[src/rtl/mem_bus_arbiter_if.sv]
// Bundle of requester handshakes and the byte-wide RAM/IO bus owned by mem_bus_arbiter.
// master = the arbiter, slave = requesters plus memory.
interface mem_bus_arbiter_if;
  logic        if_req;
  logic [31:0] if_addr;
  logic        if_done;
  logic [31:0] if_data;
  logic        ls_req;
  logic        ls_we;
  logic [31:0] ls_addr;
  logic [2:0]  ls_len;
  logic [31:0] ls_wdata;
  logic        ls_done;
  logic [31:0] ls_rdata;
  logic [7:0]  mem_din;
  logic [7:0]  mem_dout;
  logic [31:0] mem_a;
  logic        mem_wr;
  logic        io_buffer_full;

  modport master (
    input  if_req, if_addr, ls_req, ls_we, ls_addr, ls_len, ls_wdata, mem_din, io_buffer_full,
    output if_done, if_data, ls_done, ls_rdata, mem_dout, mem_a, mem_wr
  );

  modport slave (
    output if_req, if_addr, ls_req, ls_we, ls_addr, ls_len, ls_wdata, mem_din, io_buffer_full,
    input  if_done, if_data, ls_done, ls_rdata, mem_dout, mem_a, mem_wr
  );
endinterface

[src/rtl/mem_bus_arbiter.sv]
// Byte-wide RAM/IO bus arbiter: turns fetch and load/store requests into
// little-endian byte cycles, absorbing the one-cycle RAM read latency.
//
// state | meaning
// IDLE  | bus quiet; arbitrates pending requests when no done pulse is out
// READ  | issues read bytes, then holds one cycle to capture the last byte
// WRITE | drives write bytes; IO addresses stall while the UART buffer is full
module mem_bus_arbiter #(
  parameter int FETCH_BYTES  = 4,
  parameter int STARVE_LIMIT = 4
) (
  input  logic              clk_in,
  input  logic              rst_in,
  input  logic              rdy_in,
  input  logic              clear,
  mem_bus_arbiter_if.master bus
);

  localparam logic [1:0] ST_IDLE  = 2'd0;
  localparam logic [1:0] ST_READ  = 2'd1;
  localparam logic [1:0] ST_WRITE = 2'd2;

  localparam int              SW         = $clog2(STARVE_LIMIT + 1);
  localparam logic [SW-1:0]   STARVE_MAX = SW'(STARVE_LIMIT);
  localparam logic [2:0]      FETCH_LEN  = 3'(FETCH_BYTES);

  logic [1:0]    state_q, state_d;
  logic [2:0]    k_q, k_d;
  logic [2:0]    len_q, len_d;
  logic [31:0]   base_q, base_d;
  logic [31:0]   wdata_q, wdata_d;
  logic [31:0]   buf_q, buf_d;
  logic          fetch_q, fetch_d;
  logic          pend_q, pend_d;
  logic [1:0]    lane_q, lane_d;
  logic [SW-1:0] starve_q, starve_d;
  logic          if_done_q, if_done_d;
  logic          ls_done_q, ls_done_d;
  logic [31:0]   if_data_q, if_data_d;
  logic [31:0]   ls_rdata_q, ls_rdata_d;

  logic [31:0] cur_addr;
  logic [31:0] buf_cap;
  logic        io_stall;
  logic        rd_issue;
  logic        grant_ls;
  logic        grant_if;

  assign cur_addr = base_q + {29'd0, k_q};
  assign io_stall = (state_q == ST_WRITE) && (cur_addr[17:16] == 2'b11) && bus.io_buffer_full;
  assign rd_issue = (state_q == ST_READ) && (k_q < len_q);

  assign grant_ls = bus.ls_req && !(bus.if_req && (starve_q == STARVE_MAX));
  assign grant_if = bus.if_req && !grant_ls;

  // A byte issued last cycle lands on mem_din now, whether or not we are paused.
  always_comb begin
    buf_cap = buf_q;
    if (pend_q) begin
      buf_cap[{lane_q, 3'b000} +: 8] = bus.mem_din;
    end
  end

  always_comb begin
    bus.mem_a    = '0;
    bus.mem_dout = '0;
    bus.mem_wr   = 1'b0;
    if (state_q == ST_WRITE) begin
      bus.mem_a    = cur_addr;
      bus.mem_dout = wdata_q[{k_q[1:0], 3'b000} +: 8];
      bus.mem_wr   = rdy_in && !io_stall;
    end else if (rd_issue) begin
      bus.mem_a = cur_addr;
    end
  end

  always_comb begin
    state_d    = state_q;
    k_d        = k_q;
    len_d      = len_q;
    base_d     = base_q;
    wdata_d    = wdata_q;
    fetch_d    = fetch_q;
    lane_d     = lane_q;
    starve_d   = starve_q;
    if_done_d  = if_done_q;
    ls_done_d  = ls_done_q;
    if_data_d  = if_data_q;
    ls_rdata_d = ls_rdata_q;
    pend_d     = 1'b0;
    buf_d      = buf_cap;

    if (rdy_in) begin
      if_done_d = 1'b0;
      ls_done_d = 1'b0;
      if (clear) begin
        starve_d = '0;
      end
      case (state_q)
        ST_IDLE: begin
          if (!clear && !if_done_q && !ls_done_q && (bus.if_req || bus.ls_req)) begin
            k_d     = '0;
            buf_d   = '0;
            fetch_d = grant_if;
            wdata_d = bus.ls_wdata;
            if (grant_if) begin
              base_d   = bus.if_addr;
              len_d    = FETCH_LEN;
              state_d  = ST_READ;
              starve_d = '0;
            end else begin
              base_d  = bus.ls_addr;
              len_d   = bus.ls_len;
              state_d = bus.ls_we ? ST_WRITE : ST_READ;
              if (bus.if_req && (starve_q != STARVE_MAX)) begin
                starve_d = starve_q + 1'b1;
              end
            end
          end
        end
        ST_READ: begin
          if (clear) begin
            state_d = ST_IDLE;
          end else if (rd_issue) begin
            pend_d = 1'b1;
            lane_d = k_q[1:0];
            k_d    = k_q + 3'd1;
          end else begin
            state_d = ST_IDLE;
            if (fetch_q) begin
              if_data_d = buf_cap;
              if_done_d = 1'b1;
            end else begin
              ls_rdata_d = buf_cap;
              ls_done_d  = 1'b1;
            end
          end
        end
        ST_WRITE: begin
          // Committed stores are never aborted by a flush.
          if (!io_stall) begin
            if (k_q == len_q - 3'd1) begin
              state_d   = ST_IDLE;
              ls_done_d = 1'b1;
            end else begin
              k_d = k_q + 3'd1;
            end
          end
        end
        default: state_d = ST_IDLE;
      endcase
    end
  end

  always_ff @(posedge clk_in) begin
    if (!rst_in) begin
      state_q    <= ST_IDLE;
      k_q        <= '0;
      len_q      <= '0;
      base_q     <= '0;
      wdata_q    <= '0;
      buf_q      <= '0;
      fetch_q    <= 1'b0;
      pend_q     <= 1'b0;
      lane_q     <= '0;
      starve_q   <= '0;
      if_done_q  <= 1'b0;
      ls_done_q  <= 1'b0;
      if_data_q  <= '0;
      ls_rdata_q <= '0;
    end else begin
      state_q    <= state_d;
      k_q        <= k_d;
      len_q      <= len_d;
      base_q     <= base_d;
      wdata_q    <= wdata_d;
      buf_q      <= buf_d;
      fetch_q    <= fetch_d;
      pend_q     <= pend_d;
      lane_q     <= lane_d;
      starve_q   <= starve_d;
      if_done_q  <= if_done_d;
      ls_done_q  <= ls_done_d;
      if_data_q  <= if_data_d;
      ls_rdata_q <= ls_rdata_d;
    end
  end

  assign bus.if_done  = if_done_q;
  assign bus.ls_done  = ls_done_q;
  assign bus.if_data  = if_data_q;
  assign bus.ls_rdata = ls_rdata_q;

endmodule

[src/flat_wrapper.sv]
// flat-port wrapper written by rule: the top's interface ports become plain ports
module mem_bus_arbiter_flat 
#(
  parameter int FETCH_BYTES  = 4,
  parameter int STARVE_LIMIT = 4
)
  (clk_in, rst_in, rdy_in, clear, bus_if_req, bus_if_addr, bus_ls_req, bus_ls_we, bus_ls_addr, bus_ls_len, bus_ls_wdata, bus_mem_din, bus_io_buffer_full, bus_if_done, bus_if_data, bus_ls_done, bus_ls_rdata, bus_mem_dout, bus_mem_a, bus_mem_wr);
  mem_bus_arbiter_if bus_i ();
  input  logic clk_in;
  input  logic rst_in;
  input  logic rdy_in;
  input  logic clear;
  input wire logic [$bits(bus_i.if_req)-1:0] bus_if_req;
  input wire logic [$bits(bus_i.if_addr)-1:0] bus_if_addr;
  input wire logic [$bits(bus_i.ls_req)-1:0] bus_ls_req;
  input wire logic [$bits(bus_i.ls_we)-1:0] bus_ls_we;
  input wire logic [$bits(bus_i.ls_addr)-1:0] bus_ls_addr;
  input wire logic [$bits(bus_i.ls_len)-1:0] bus_ls_len;
  input wire logic [$bits(bus_i.ls_wdata)-1:0] bus_ls_wdata;
  input wire logic [$bits(bus_i.mem_din)-1:0] bus_mem_din;
  input wire logic [$bits(bus_i.io_buffer_full)-1:0] bus_io_buffer_full;
  output wire logic [$bits(bus_i.if_done)-1:0] bus_if_done;
  output wire logic [$bits(bus_i.if_data)-1:0] bus_if_data;
  output wire logic [$bits(bus_i.ls_done)-1:0] bus_ls_done;
  output wire logic [$bits(bus_i.ls_rdata)-1:0] bus_ls_rdata;
  output wire logic [$bits(bus_i.mem_dout)-1:0] bus_mem_dout;
  output wire logic [$bits(bus_i.mem_a)-1:0] bus_mem_a;
  output wire logic [$bits(bus_i.mem_wr)-1:0] bus_mem_wr;
  assign bus_i.if_req = bus_if_req;
  assign bus_i.if_addr = bus_if_addr;
  assign bus_i.ls_req = bus_ls_req;
  assign bus_i.ls_we = bus_ls_we;
  assign bus_i.ls_addr = bus_ls_addr;
  assign bus_i.ls_len = bus_ls_len;
  assign bus_i.ls_wdata = bus_ls_wdata;
  assign bus_i.mem_din = bus_mem_din;
  assign bus_i.io_buffer_full = bus_io_buffer_full;
  assign bus_if_done = bus_i.if_done;
  assign bus_if_data = bus_i.if_data;
  assign bus_ls_done = bus_i.ls_done;
  assign bus_ls_rdata = bus_i.ls_rdata;
  assign bus_mem_dout = bus_i.mem_dout;
  assign bus_mem_a = bus_i.mem_a;
  assign bus_mem_wr = bus_i.mem_wr;
  mem_bus_arbiter #(.FETCH_BYTES(FETCH_BYTES), .STARVE_LIMIT(STARVE_LIMIT)) u_core (.clk_in(clk_in), .rst_in(rst_in), .rdy_in(rdy_in), .clear(clear), .bus(bus_i));
endmodule
[config.mk]
export PLATFORM = sky130hd
export DESIGN_NAME = mem_bus_arbiter_flat
export DESIGN_NICKNAME = d
export VERILOG_FILES = /design/src/rtl/mem_bus_arbiter_if.sv /design/src/rtl/mem_bus_arbiter.sv /design/src/flat_wrapper.sv
export SDC_FILE = /design/constraint.sdc
export NUM_CORES = 1
export LEC_CHECK = 0
export CAP_MARGIN = 25
export CORE_ASPECT_RATIO = 0.9
export CORE_MARGIN = 1
export CORE_UTILIZATION = 25
export CTS_CLUSTER_DIAMETER = 100
export DETAILED_ROUTE_END_ITERATION = 6
export PLACE_DENSITY_LB_ADDON = 0.3
export SLEW_MARGIN = 20
export SYNTH_ARGS = -nofsm -noshare
export SYNTH_HDL_FRONTEND = slang
export SYNTH_SLANG_ARGS = --single-unit
[constraint.sdc]
create_clock -name clk_in -period 6.6 [get_ports clk_in]
set_clock_uncertainty 0.15 [all_clocks]
set_input_delay 0.66 -clock clk_in [delete_from_list [all_inputs] [get_ports clk_in]]
set_output_delay 0.66 -clock clk_in [all_outputs]
set_load 0.005 [all_outputs]
Word-level counts from Yosys, hierarchy flattened
Index checks and enable logic that the tools add are counted.
{"block": "totals", "word_cells": 110, "out_inout_bits": 107, "reg_bits": 177, "in_bits": 115}
{"block": "op_classes", "eq_ne": 13, "n_bitwise": 6, "mux": 41, "n_lt_le_gt_ge": 1, "shift": 3, "n_reduce_logical": 27, "n_addsub": 5}
{"cell": "32-bit two-way mux", "count": 7}
{"cell": "3-bit two-way mux", "count": 11}
{"cell": "32-bit by 3-bit adder with 32-bit output", "count": 1}
{"cell": "32-bit bitwise mux", "count": 1}
{"cell": "8-bit by 7-bit variable shift with 32-bit output (first input constant)", "count": 1}
{"cell": "32-bit by 6-bit indexed part select with 8-bit output", "count": 1}
{"cell": "8-bit by 7-bit indexed part select with 32-bit output", "count": 1}
{"cell": "5-bit AND reduction", "count": 3}
{"cell": "2-bit two-way mux", "count": 7}
{"cell": "1-bit logical AND", "count": 11}
{"cell": "1-bit two-way mux", "count": 11}
{"cell": "3-bit case mux with 3 select lines", "count": 1}
{"cell": "8-bit two-way mux", "count": 1}
{"cell": "2-bit inequality test (second input constant)", "count": 4}
{"cell": "5-bit negator with 7-bit output", "count": 1}
{"cell": "7-bit AND reduction", "count": 1}
{"cell": "3-bit by 1-bit adder with 3-bit output (second input constant)", "count": 2}
{"cell": "1-bit logical NOT", "count": 6}
{"cell": "3-bit inequality test (second input constant)", "count": 2}
{"cell": "1-bit inverter", "count": 6}
{"cell": "2-bit case mux with 3 select lines", "count": 1}
{"cell": "2-bit == test (second input constant)", "count": 2}
{"cell": "2-bit by 1-bit inequality test with 1-bit output (second input constant)", "count": 2}
{"cell": "4-bit AND reduction", "count": 1}
{"cell": "other kinds (11)", "count": 11}

Logic depth before layout (Yosys ltp)
{"block": "logic_depth", "ltp_word": 9, "depth_mapped": 12, "mapped_depth_nobuf": 9}

Worst setup path before layout
OpenSTA, ideal clock, no wires.
{"block": "synth_timing", "path_type": "flip-flop to flip-flop", "startpoint": "register u_core.k_q[0]", "endpoint": "register u_core.if_data_q[20] (netlist: u_core.bus.if_data[20])", "n_path_buf": 3, "setup_ns": 0.086, "path_stages_with_launch": 13, "slack_ns": 3.725, "required_ns": 6.364, "arrival_ns": 2.639, "period_less_slack_ns": 2.875, "path_cell_list": "dfxtp_1 buf_1 inv_1 ha_1 inv_1 a21o_1 a21oi_1 nand2b_1 nor4b_1 clkbuf_1 clkbuf_1 nor2_1 a211oi_1"}
{"block": "synth_between", "elab_chain_cells": 4}
{"item": "start: declaration", "line_no": "mem_bus_arbiter.sv:28", "text": "logic [2:0] k_q, k_d;"}
{"item": "start signal: assignment", "line_no": "mem_bus_arbiter.sv:173", "text": "k_q <= k_d;"}
{"item": "3-bit < comparator", "line_no": "mem_bus_arbiter.sv:51", "text": "assign rd_issue = (state_q == ST_READ) && (k_q < len_q);"}
{"item": "1-bit logical AND", "line_no": "mem_bus_arbiter.sv:51"}
{"item": "1-bit inverter (no source line)"}
{"item": "5-bit AND reduction (no source line)"}
{"item": "end signal: assignment", "line_no": "mem_bus_arbiter.sv:184", "text": "if_data_q <= if_data_d;"}
{"item": "end: declaration", "line_no": "mem_bus_arbiter.sv:39", "text": "logic [31:0] if_data_q, if_data_d;"}
No other way between the ends.
A chain may end at the register's enable or synchronous reset.

Final worst setup path
{"block": "layout_timing", "startpoint": "register u_core.k_q[0]", "endpoint": "output port bus_mem_a[28]"}
{"block": "layout_between", "elab_chain_cells": 4, "word_cells_on_any_way": 5, "classes_between": "add/sub (1); order compare (1); mux (2); reduce/logical (1)"}
{"item": "parallel branches: the longest is 3 deep, another holds 32-bit by 3-bit adder with 32-bit output"}
{"item": "32-bit two-way mux *", "line_no": "mem_bus_arbiter.sv:68", "text": "if (state_q == ST_WRITE) begin"}
{"item": "end: declaration", "line_no": "flat_wrapper.sv:27", "text": "output wire logic [$bits(bus_i.mem_a)-1:0] bus_mem_a;"}
Every way passes the cells marked *.

==> results.sh <==
export IMPL_synth_yosys_seq_area_share=0.454
export IMPL_post_route_drc_count=0
export IMPL_synth_seq_cells=177
export IMPL_cts_root_buf="clkbuf_16"
export IMPL_drv_cap=0
export IMPL_cts_root_to_sink_buffers=2
export IMPL_crit_path_max_fanout=13
export IMPL_critPathKind="reg2out"
export IMPL_setup_slack_ns=2.08
export IMPL_worst_min_path_start="u_core.wdata_q[9]$_SDFFE_PN0P_"
export IMPL_leakage_uw=0.00382
export IMPL_cp_data_required_time_ns=5.79
export IMPL_worstHoldPathCells=2
export IMPL_rsz0062_at_grt="no"
export IMPL_clock_sinks=177
export IMPL_fin_nets=1205
export IMPL_fin_tns_setup_ns=0
export IMPL_wl_met2_um=10600
export IMPL_fp_dieW_um=188
export IMPL_fp_row_count=61
export IMPL_postCtsSetupRepairBufs=0
export IMPL_route_final_wire_length_um=22800
export IMPL_top_signal_layer_used="met5"
export IMPL_drt_iter0_drc=346
export IMPL_detailedRoute_firstPassIterationCount=4
export IMPL_coreArea_um2=30800
export IMPL_via_count=6859
export IMPL_chipHeight_um=170
export IMPL_maxSlewViolCount=0
export IMPL_post_route_cells_drive_above_1_share=0.0646
export IMPL_yosys_area_top_type="dfxtp_1"
export IMPL_worstHoldEndpoint="u_core.wdata_q[9]$_SDFFE_PN0P_"
export IMPL_drt_met1_wl_um=10800
export IMPL_result_of_the_run="finished clean"
export IMPL_worstReg2RegEnd="u_core.state_q[0]$_SDFFE_PN0P_"
export IMPL_timing_critical_path_arrival_ns=3.71
export IMPL_grt_total_usage=0.144
export IMPL_cts_hold_buf=0
export IMPL_initial_utilization=0.253
export IMPL_clk_latency_ns=0.43
export IMPL_level_count_of_the_clock_h_tree=4
export IMPL_worst_setup_path_end_kind="output port"
export IMPL_place_worst_setup_slack_ns=2.46
export IMPL_synthArstFlopShare=0
export IMPL_wl_met3_um=1190
export IMPL_synth_warnings=0
export IMPL_hp_class="reg2reg"
export IMPL_timing_reg2reg_worst_path_depth=9
export IMPL_numCtsBuffers=17
export IMPL_power_uw=2400
export IMPL_start_kind="register"
export IMPL_synth_cell_types=56
export IMPL_finalSetupViolations=0
export IMPL_vdd_ir_drop_worst_mv=0.148
export IMPL_grt_pass1_wl_um=36300
export IMPL_synthToLayoutAreaGrowth_pct=41.3
export IMPL_pd_cells_nw_per_um2=218
export IMPL_cts_resized=0
export IMPL_period_minus_slack_ns=4.52
export IMPL_grt_remaining_overflow=0
export IMPL_vias_in_the_first_global_route=6681
export IMPL_wl_per_cell_um=15.3
export IMPL_number_of_synthesized_flops_with_an_enable_pin=0
export IMPL_io_pins=222
export IMPL_hpwl_um=16500
export IMPL_place_congestion=0.758
export IMPL_grt_max_degree=103
export IMPL_clock_tree_from_tritoncts="built"
export IMPL_final_hold_viol_count=0
export IMPL_mappedNetlistArea_um2=7810
export IMPL_regToRegSetupSlack_ns=3.34
export IMPL_synth_top_area_share=0.454
export IMPL_synthesized_netlist_cell_count=880
export IMPL_clkTransAtPathRegs_ns=0.07
export IMPL_critical_path_reg2reg_startpoint="u_core.k_q[0]$_SDFFE_PN0P_"
export IMPL_max_slew_worst_pin_slew_ns=0.805
export IMPL_slew_headroom=0.462
export IMPL_grt_antenna_before_repair=3
export IMPL_syn_area_per_cell_um2=8.87
export IMPL_clock_fmax_mhz=221
export IMPL_dieArea_um2=31900
export IMPL_route_detailed_vias_per_inst=4.59
export IMPL_mapped_nets=1014
export IMPL_antenna_left=0
export IMPL_numPortBuffers=221
export IMPL_final_min_period_over_clock_period=0.685
export IMPL_synth_ff_type="dfxtp_1"
export IMPL_ranking_of_synthesized_cells_by_area="dfxtp_1, a211oi_1, nor2_1"
==> power by group <==
group	switching (µW)	total (µW)	internal, µW
clock	481	994	513
sequential	31.7	1130	1100
combinational	132	274	142
total	645	2400	1760
==> routing by layer <==
layer,GRT usage,vias up
met5,0,-
met2,0.232,143
met3,0.0385,16
li1,-,3496
met4,0.0336,2
met1,0.191,3202
==> layout make-up <==
class | instances | area [µm²]
antenna | 2 | 5.00
sequential | 177 | 3540
tap | 409 | 512
inverter | 22 | 85.1
clock buffer | 18 | 439
multi-input combinational | 621 | 3980
timing repair buffer | 232 | 2330
clock inverter | 14 | 145
fill | 3189 | 19800
==> worst max-delay path, cell delays in order (launching register included) <==
cell and delay (ns):
dfxtp_1 0.84, ha_1 0.36, fa_1 0.23, a21o_1 0.15, and3_1 0.33, nand4_1 0.24, nor2_1 0.27, nand3_1 0.12
xor2_1 0.15, nor2_1 0.09, clkdlybuf4s50_1 0.50
==> stage by stage <==
step / hold WS, ns / instance area [µm²] / util / cells
final: 0.306 / 11000 / 0.358 / 1495
after floorplan: 0.282 / 7810 / - / 880
after CTS: 0.308 / 11000 / 0.356 / 1491
after detailed placement: 0.298 / 10400 / 0.337 / 1459
after global routing: 0.326 / 11000 / 0.358 / 1493
after global placement: 0.291 / 10400 / 0.337 / 1458
==> cell families after synthesis <==
logic type | synth area share
adders and majority gates | 0.0314
buffers and inverters | 0.0407
xor gates and xnor gates | 0.0348
DFF | 0.454
AOI/OAI and AO/OA | 0.175
and+or+nand+nor | 0.191
muxes | 0.0731
==> cells in the mapped netlist, types with 5 or more instances <==
cell type and n:
mux2i_1 39, ha_1 18, a211oi_1 97, a22oi_1 32, xnor2_1 12, buf_1 5, nor2b_1 5, nand3_1 15
clkbuf_1 53, dfxtp_1 177, nand4_1 6, and3_1 5, inv_1 22, and2_1 9, nand2_1 92, xor2_1 19
a21oi_1 42, nor2_1 173, mux4_2 8
==> worst max path at each step <==
stage	start	slack, ns	endpoint	cells past startpoint
2_1_floorplan	u_core.k_q[0]$_SDFFE_PN0P_	3.73	u_core.bus.if_data[20]$_SDFFE_PN0P_	12
3_3_place_gp	u_core.k_q[0]$_SDFFE_PN0P_	2.58	bus_mem_a[30]	10
3_5_place_dp	u_core.k_q[0]$_SDFFE_PN0P_	2.46	bus_mem_a[28]	10
4_1_cts	u_core.k_q[0]$_SDFFE_PN0P_	2.00	bus_mem_a[28]	10
5_1_grt	u_core.k_q[0]$_SDFFE_PN0P_	1.73	bus_mem_a[28]	10
6_report	u_core.k_q[0]$_SDFFE_PN0P_	2.08	bus_mem_a[28]	10
==> registers in the layout, summed over array words and instances (netlist names) <==
signal / cells
u_core.base_q: 32
u_core.buf_q: 32
u_core.bus.if_data: 32
u_core.bus.ls_rdata: 32
u_core.wdata_q: 32
u_core.k_q: 3
u_core.len_q: 3
u_core.starve_q: 3
u_core.lane_q: 2
u_core.state_q: 2
u_core.bus.if_done: 1
u_core.bus.ls_done: 1
u_core.fetch_q: 1
u_core.pend_q: 1
==> layout by cell type, fill, tap and decap left out, drive strengths merged, types with 4 or more instances in the layout <==
cell           netlist  routed
xor2                19      19
inv                 22      27
a211oi              97      97
a21oi               42      42
and3                 6       6
and2                 9       9
nand3               15      15
nor2b                5       5
nand2               92      92
clkdlybuf4s50        0     221
nor4b                4       4
clkinv               0       7
mux4                 8       8
nand4                8       8
nor4                 6       6
ha                  18      18
buf                  6      11
clkbuf              53      18
xnor2               12      12
nor2               174     174
dfxtp              177     177
mux2i               39      39
a22oi               32      32
(Power assumes the default switching activity.)
